[src/rtl/fifo_sync_flow.sv]
// Synchronous FIFO with occupancy count, almost-full/almost-empty thresholds and
// write-through-when-full; sticky overflow/underflow flags under FIFO_SYNC_FLOW_ERR_FLAG_EN.
module fifo_sync_flow #(
    parameter int BIT_WIDTH  = 8,
    parameter int FIFO_DEPTH = 8,
    parameter int AF_THRESH  = FIFO_DEPTH - 1,
    parameter int AE_THRESH  = 1
) (
    input  logic                           clk,
    input  logic                           rst_n,
    input  logic                           write_en,
    input  logic [BIT_WIDTH-1:0]           write_data,
    input  logic                           read_en,
    output logic [BIT_WIDTH-1:0]           read_data,
    output logic                           fifo_empty,
    output logic                           fifo_full,
    output logic                           fifo_almost_empty,
    output logic                           fifo_almost_full,
    output logic [$clog2(FIFO_DEPTH):0]    fifo_count,
    input  logic                           err_clr,
    output logic                           fifo_overflow,
    output logic                           fifo_underflow
);

    localparam int ADDR_WIDTH = $clog2(FIFO_DEPTH);
    localparam int CNT_W      = ADDR_WIDTH + 1;

    logic [BIT_WIDTH-1:0]  mem_q [FIFO_DEPTH];
    logic [ADDR_WIDTH-1:0] wr_ptr_q, wr_ptr_d;
    logic [ADDR_WIDTH-1:0] rd_ptr_q, rd_ptr_d;
    logic [CNT_W-1:0]      count_q, count_d;
    logic                  empty_q, empty_d;
    logic                  full_q, full_d;
    logic                  aempty_q, aempty_d;
    logic                  afull_q, afull_d;
    logic                  wr_acc, rd_acc;

    // A write into a full FIFO is accepted when the head is consumed in the same cycle.
    always_comb begin
        wr_acc   = write_en & (~full_q | read_en);
        rd_acc   = read_en & ~empty_q;
        wr_ptr_d = wr_ptr_q + ADDR_WIDTH'(wr_acc);
        rd_ptr_d = rd_ptr_q + ADDR_WIDTH'(rd_acc);
        count_d  = count_q + CNT_W'(wr_acc) - CNT_W'(rd_acc);
        empty_d  = (count_d == '0);
        full_d   = (count_d == CNT_W'(FIFO_DEPTH));
        aempty_d = (count_d <= CNT_W'(AE_THRESH));
        afull_d  = (count_d >= CNT_W'(AF_THRESH));
    end

    always_ff @(posedge clk or negedge rst_n) begin
        if (!rst_n) begin
            wr_ptr_q <= '0;
            rd_ptr_q <= '0;
            count_q  <= '0;
            empty_q  <= 1'b1;
            full_q   <= 1'b0;
            aempty_q <= 1'b1;
            afull_q  <= 1'b0;
        end else begin
            wr_ptr_q <= wr_ptr_d;
            rd_ptr_q <= rd_ptr_d;
            count_q  <= count_d;
            empty_q  <= empty_d;
            full_q   <= full_d;
            aempty_q <= aempty_d;
            afull_q  <= afull_d;
        end
    end

    // Storage is deliberately left out of reset.
    always_ff @(posedge clk) begin
        if (wr_acc) begin
            mem_q[wr_ptr_q] <= write_data;
        end
    end

    assign read_data         = empty_q ? '0 : mem_q[rd_ptr_q];
    assign fifo_empty        = empty_q;
    assign fifo_full         = full_q;
    assign fifo_almost_empty = aempty_q;
    assign fifo_almost_full  = afull_q;
    assign fifo_count        = count_q;

`ifdef FIFO_SYNC_FLOW_ERR_FLAG_EN
    logic ovf_q, ovf_d;
    logic unf_q, unf_d;

    // A new event in the clearing cycle keeps the flag set.
    always_comb begin
        ovf_d = (write_en & ~wr_acc) | (ovf_q & ~err_clr);
        unf_d = (read_en & ~rd_acc) | (unf_q & ~err_clr);
    end

    always_ff @(posedge clk or negedge rst_n) begin
        if (!rst_n) begin
            ovf_q <= 1'b0;
            unf_q <= 1'b0;
        end else begin
            ovf_q <= ovf_d;
            unf_q <= unf_d;
        end
    end

    assign fifo_overflow  = ovf_q;
    assign fifo_underflow = unf_q;

`ifndef SYNTHESIS
    always @(posedge clk) begin
        if (rst_n && write_en && !wr_acc) $display("fifo_sync_flow: write rejected (overflow) at %0t", $time);
        if (rst_n && read_en && !rd_acc) $display("fifo_sync_flow: read rejected (underflow) at %0t", $time);
    end
`endif
`else
    logic unused_err_clr;
    assign unused_err_clr = err_clr;
    assign fifo_overflow  = 1'b0;
    assign fifo_underflow = 1'b0;
`endif

endmodule

[config.mk]
export PLATFORM = sky130hd
export DESIGN_NAME = fifo_sync_flow
export DESIGN_NICKNAME = d
export VERILOG_FILES = /design/src/rtl/fifo_sync_flow.sv
export SDC_FILE = /design/constraint.sdc
export NUM_CORES = 1
export LEC_CHECK = 0
export BUFFER_PORTS_ARGS = -buffer_cell sky130_fd_sc_hd__buf_2
export CORE_ASPECT_RATIO = 0.6
export CORE_UTILIZATION = 55
export CTS_CLUSTER_DIAMETER = 100
export CTS_CLUSTER_SIZE = 16
export DETAILED_ROUTE_END_ITERATION = 8
export PLACE_DENSITY = 0.75
export SLEW_MARGIN = 20
export SYNTH_ARGS = -nofsm -noshare
export SYNTH_HDL_FRONTEND = slang
export SYNTH_SLANG_ARGS = --single-unit
[constraint.sdc]
create_clock -name clk -period 2.64 [get_ports clk]
set_input_delay 0.264 -clock clk [delete_from_list [all_inputs] [get_ports clk]]
set_output_delay 0.264 -clock clk [all_outputs]
set_load 0.005 [all_outputs]
==> flow_summary.json, run 1 <==
{
  "max_stage_delay_ps": 480,
  "grt_max_degree": 18,
  "rows": 20,
  "status": "finished clean",
  "htree_levels": 3,
  "die_w_microns": 99.8,
  "ir_worst_vdd_mv": 0.593,
  "first_pass_iters": 4,
  "antenna_found_initial": 0,
  "synthToLayoutAreaGrowth_pct": 14.1,
  "drv_slew": 0,
  "io_buffers": 27,
  "worst_slew_pin_slew_ps": 823,
  "grt_usage": 0.220,
  "crit_slowest_cell": "fa_1",
  "initial_core_util": 0.598,
  "synth_seq_area_share": 0.720,
  "swShare": 0.316,
  "cp-start-kind": "flip-flop",
  "placed_cells": 269,
  "clkLatencyLatePin_ps": 350,
  "final_util": 0.683,
  "met2_usage": 0.347,
  "routed_via_density": 5.62,
  "core_sq_um": 5280,
  "mostFrequentLayoutCells": "edfxtp_1 (64), buf_2 (27), dfrtp_1 (12)",
  "multiInputGateArea_sq_um": 801,
  "ant_nets": 0,
  "grt_setup_unrepaired": "no",
  "die_h_microns": 60.7,
  "cts_sinks": 78,
  "tritoncts": "done",
  "seq_area_sq_um": 2270,
  "tns_ps": 0,
  "use_met3": 0.0887,
  "drt-total-wl_mm": 5.67,
  "clockPowerShare": 0.218,
  "relSlewSlack": 0.452,
  "drtIter0Drc": 127,
  "finalNonFillerCells": 286,
  "synth-edff-count": 64,
  "fmax_mhz": 411,
  "syn_inst": 162,
  "grt.busiest_layer": "met2",
  "synth_xor_area_frac": 0.0111,
  "num_io_pins": 31,
  "total_power_mw": 3.89,
  "p_int_mw": 2.66,
  "cts_root_buf": "clkbuf_8",
  "gp_congestion": 0.752,
  "nFillCells": 347,
  "crit_family": "adder cells",
  "drive_gt1_frac": 0.311,
  "synth-compound-area-share": 0.0151,
  "layout_worst_path_cycle_share": 0.921,
  "syn_avg_cell_area_sq_um": 19.5,
  "synth_top_family_by_area": "multiplexers",
  "die-area_sq_um": 6060,
  "synth_fa_ha_area_frac": 0.0380,
  "cts.reportedPaths.clkPinSlew_ps": 70,
  "drc": 0,
  "muxShareOfSynthArea": 0.147,
  "grt_first_pass_wirelength_mm": 8.87,
  "wl_per_cell_microns": 19.8,
  "yosys.area_share.simple": 0.0392,
  "power_leakage_nw": 1.37,
  "place_area_sq_um": 3400,
  "p_seq_frac": 0.457,
  "final_cell_area_sq_um": 3600,
  "crit_path_end_kind": "flip-flop",
  "cts_buffer_depth": 2,
  "p_comb_frac": 0.325,
  "hold_viol": 0,
  "path_max_fanout": 6,
  "hold_class": "in -> reg",
  "synth_seq_cells": 78,
  "timing.final.setup_violations": 0,
  "dp.final_hpwl_mm": 3.66,
  "fin_nets": 226,
  "use_met1": 0.283,
  "arrival_ps": 2700,
  "critical_path_required_ps": 2910,
  "ys.flop_type": "edfxtp_1",
  "cts_buffers": 9,
  "grt_pass1_vias": 1688,
  "syn_area_sq_um": 3160,
  "power.density_nw_per_um2": 1080,
  "path_class": "reg -> reg",
  "min_period_ps": 2430,
  "fin_skew_ps": 10.6,
  "crit_buf_inv": 2,
  "synth_warnings": 0,
  "switching_power_mw": 1.23,
  "insertedDiodeCount": 0,
  "vias": 1606,
  "async_flop_share": 0.179,
  "cap_violations": 0,
  "grt_overflow": 0,
  "path_cells": "inv_1, o21ai_2, ha_1, inv_1, ha_1, fa_1, or3_1, and3b_1",
  "ys_types": 34,
  "final_common_cell": "edfxtp_1"
}
==> final timing paths <==
kind	depth (start not counted)	from	slack, ps	to
min in group asynchronous	2	rst_n	340	fifo_count[3]$_DFF_PN0_
max	8	fifo_full$_DFF_PN0_	210	fifo_full$_DFF_PN0_
max in group asynchronous	2	rst_n	2010	fifo_empty$_DFF_PN1_
min reg2reg	1	wr_ptr_q[2]$_DFF_PN0_	560	wr_ptr_q[2]$_DFF_PN0_
max reg2reg	8	fifo_full$_DFF_PN0_	210	fifo_full$_DFF_PN0_
min	1	write_data[6]	190	mem_q[5][6]$_DFFE_PP_
==> per-stage QoR <==
step	worst slack, ps	hold slack, ps
after floorplan	167	-31.6
after global placement	249	163
after detailed placement	188	175
after CTS	126	162
after global routing	113	181
final	209	187
==> layer usage <==
metal	routed length, microns	vias to the layer above
met2	2650	68
met1	2470	808
met5	0	-
met4	97	0
met3	459	11
li1	-	719
==> cell usage after synthesis (all sizes together) (2+ instances only) <==
master  instances  area (sq um)
dfrtp          12           300
dfstp           2          52.6
inv             6          22.5
xor2            3          26.3
nor2           11          41.3
ha              8           100
nor3            4          20.0
buf             7          63.8
o21ai           2          10.0
mux4           16           383
nand2b          2          12.5
or3             2          12.5
edfxtp         64          1920
mux2i           8          80.1
==> repair_timing <==
action / 4_1_cts / 5_1_grt
hold buffers: 1 / 0
gates resized for setup: 0 / 1
buffers inserted: 0 / 0
endpoints found under the hold margin: 12 / 0
setup endpoints to repair: 0 / 1
==> worst reg2reg max path, stage by stage, from the launching register on <==
cell	delay, ps
dfrtp_1	350
inv_1	70
o21ai_2	270
ha_1	290
inv_1	70
ha_1	180
fa_1	480
or3_1	400
and3b_1	250
==> power groups by stage <==
stage | registers (mW) | clock network, mW | logic, mW
floorplan | 1.70 | 0 | 0.940
global placement | 1.78 | 0 | 1.17
detailed placement | 1.80 | 0 | 1.25
CTS | 1.78 | 0.869 | 1.27
global route | 1.80 | 0.923 | 1.38
finish | 1.78 | 0.848 | 1.26
==> layout make-up <==
cell class / count / share of cell area
sequential: 78 / 0.631
multi-input combinational: 71 / 0.222
timing repair buffer: 38 / 0.0611
clock buffer: 10 / 0.0354
tap: 77 / 0.0267
clock inverter: 6 / 0.0174
inverter: 6 / 0.00625
==> kinds of logic (layout without fill, tap and decap cells) <==
group,count (synthesis),after routing
XOR/XNOR,4,4
flip-flops,78,78
buffers and inverters,14,60
AND/OR/NAND/NOR,25,25
AO/OA/AOI/OAI,7,7
multiplexers,24,24
adder cells (fa/ha/maj),9,9
other,1,2
==> registers in the layout, indices dropped and copies added, names as in the netlist <==
signal	flops
fifo_almost_empty	1
fifo_almost_full	1
fifo_count	4
fifo_empty	1
fifo_full	1
mem_q	64
rd_ptr_q	3
wr_ptr_q	3
Power figures use the tool's default switching activity.
==> run 2: changes to the inputs <==
- PLACE_DENSITY: 0.75 -> 0.86
==> run 2 against run 1 <==
Register-to-register slack got worse by 60 ps. Hold slack got worse by 3.1 ps. Clock skew fell by 2.0 ps. Die area did not move.
==> flow_summary.json, run 2 (synthesized netlist as in run 1, its figures left out) <==
{
  "p_int_mw": 2.66,
  "min_period_ps": 2490,
  "ant_nets": 0,
  "swShare": 0.311,
  "cts_buffer_depth": 2,
  "grt_overflow": 0,
  "num_io_pins": 31,
  "drive_gt1_frac": 0.305,
  "grt_first_pass_wirelength_mm": 8.63,
  "regMostFlops": "mem_q",
  "grt_pass1_vias": 1631,
  "grt_setup_unrepaired": "no",
  "hold_class": "in -> reg",
  "final_cell_area_sq_um": 3610,
  "whs_path_depth": 1,
  "setup_slack_ps": 147,
  "fin_nets": 227,
  "htree_levels": 3,
  "crit_path_end_kind": "flip-flop",
  "rows": 20,
  "use_met1": 0.263,
  "path_max_fanout": 6,
  "insertedDiodeCount": 0,
  "cap_violations": 0,
  "p_comb_frac": 0.322,
  "clkLatencyLatePin_ps": 340,
  "use_met3": 0.0795,
  "hold_viol": 0,
  "grt_usage": 0.214,
  "p_seq_frac": 0.463,
  "relSlewSlack": 0.477,
  "tns_ps": 0,
  "largest_reg_flops": 64,
  "drv_slew": 0,
  "dp.final_hpwl_mm": 3.70,
  "grt.busiest_layer": "met2",
  "cts_sinks": 78,
  "final_common_cell": "edfxtp_1",
  "fmax_mhz": 401,
  "core_sq_um": 5280,
  "drtIter0Drc": 114,
  "drt-total-wl_mm": 5.47,
  "die_h_microns": 60.7,
  "cts_root_buf": "clkbuf_8",
  "io_buffers": 27,
  "met2_usage": 0.354,
  "tritoncts": "done",
  "r2r_end": "fifo_full$_DFF_PN0_",
  "hold_start": "write_data[6]",
  "cts_buffers": 9,
  "power_leakage_nw": 1.37,
  "total_power_mw": 3.86,
  "die_w_microns": 99.8,
  "post_cts_buffers": 0,
  "fin_skew_ps": 8.58,
  "power.density_nw_per_um2": 1070,
  "place_area_sq_um": 3410,
  "cp-start-kind": "flip-flop",
  "placed_cells": 270,
  "routed_via_density": 5.57,
  "synthToLayoutAreaGrowth_pct": 14.2,
  "reg2reg_from": "fifo_full$_DFF_PN0_",
  "antenna_found_initial": 0,
  "cts.reportedPaths.clkPinSlew_ps": 80,
  "place_ws_ps": 205,
  "ir_worst_vdd_mv": 0.525,
  "wl_per_cell_microns": 19.0,
  "min_to": "mem_q[0][6]$_DFFE_PP_",
  "clockPowerShare": 0.215,
  "gp_congestion": 0.785,
  "mostFrequentLayoutCells": "edfxtp_1 (64), buf_2 (27), dfrtp_1 (12)",
  "vias": 1599,
  "layout_worst_path_cycle_share": 0.944,
  "r2r_slack_ps": 150,
  "timing.final.setup_violations": 0,
  "critical_path_required_ps": 2920,
  "die-area_sq_um": 6060,
  "status": "finished clean",
  "switching_power_mw": 1.20,
  "worst_slew_pin_slew_ps": 784,
  "first_pass_iters": 4,
  "grt_max_degree": 18,
  "path_class": "reg -> reg",
  "arrival_ps": 2770,
  "reg2reg_depth": 8,
  "drc": 0,
  "post_cts_resized": 0,
  "initial_core_util": 0.598,
  "finalNonFillerCells": 287
}
-- run 2: cell count changes in the layout (fill, tap and decap cells not counted) --
cell,before,now
o21ai_1,0,1
o21ai_2,1,0
clkinv_1,0,2
buf_4,10,11
clkbuf_1,1,0
clkinv_2,2,1
-- run 2: per-layer routing --
| layer | vias up | wire length [microns] |
|---|---|---|
| met3 | 7 | 451 |
| li1 | 719 | - |
| met4 | 0 | 46 |
| met1 | 811 | 2320 |
| met2 | 62 | 2650 |
| met5 | - | 0 |
-- run 2: layout make-up --
class | instances | area, sq um
sequential | 78 | 2270
fill | 330 | 1670
multi-input combinational | 71 | 797
timing repair buffer | 39 | 228
clock buffer | 9 | 124
tap | 77 | 96.3
clock inverter | 7 | 65.1
inverter | 6 | 22.5
-- run 2: worst max-delay path, cell delays in order, from the launching register on --
cell and delay (ps):
dfrtp_1 360, inv_1 60, o21ai_1 370, ha_1 320, inv_1 60, ha_1 170
fa_1 470, or3_1 380, and3b_1 240
-- run 2: how the worst max path moves through the flow --
stage                          from             endpoint  slack, ps  cells after the start
3_3_place_gp    fifo_full$_DFF_PN0_  fifo_full$_DFF_PN0_        290                      8
4_1_cts         fifo_full$_DFF_PN0_  fifo_full$_DFF_PN0_        180                      8
3_5_place_dp    fifo_full$_DFF_PN0_  fifo_full$_DFF_PN0_        200                      8
2_1_floorplan  fifo_empty$_DFF_PN1_  fifo_full$_DFF_PN0_        170                      9
6_report        fifo_full$_DFF_PN0_  fifo_full$_DFF_PN0_        150                      8
5_1_grt         fifo_full$_DFF_PN0_  fifo_full$_DFF_PN0_         10                      8
-- run 2: power groups by stage --
| stage | logic, mW | clock network [mW] | registers, mW |
|---|---|---|---|
| final | 1.24 | 0.832 | 1.79 |
| after global routing | 1.36 | 0.902 | 1.81 |
| after CTS | 1.26 | 0.853 | 1.79 |
| after detailed placement | 1.25 | 0 | 1.81 |
| after global placement | 1.16 | 0 | 1.78 |
| after floorplan | 0.940 | 0 | 1.70 |
-- run 2: what timing repair did --
item / in CTS / in global routing
hold buffers: 1 / 0
endpoints found under the setup margin: 0 / 0
hold endpoints to repair: 12 / 0
-- run 2: per-stage QoR --
step / util / hold WS [ps]
after global placement: 0.645 / 157
after CTS: 0.683 / 170
final: 0.683 / 184
after floorplan: - / -31.6
after detailed placement: 0.645 / 169
after global routing: 0.683 / 178
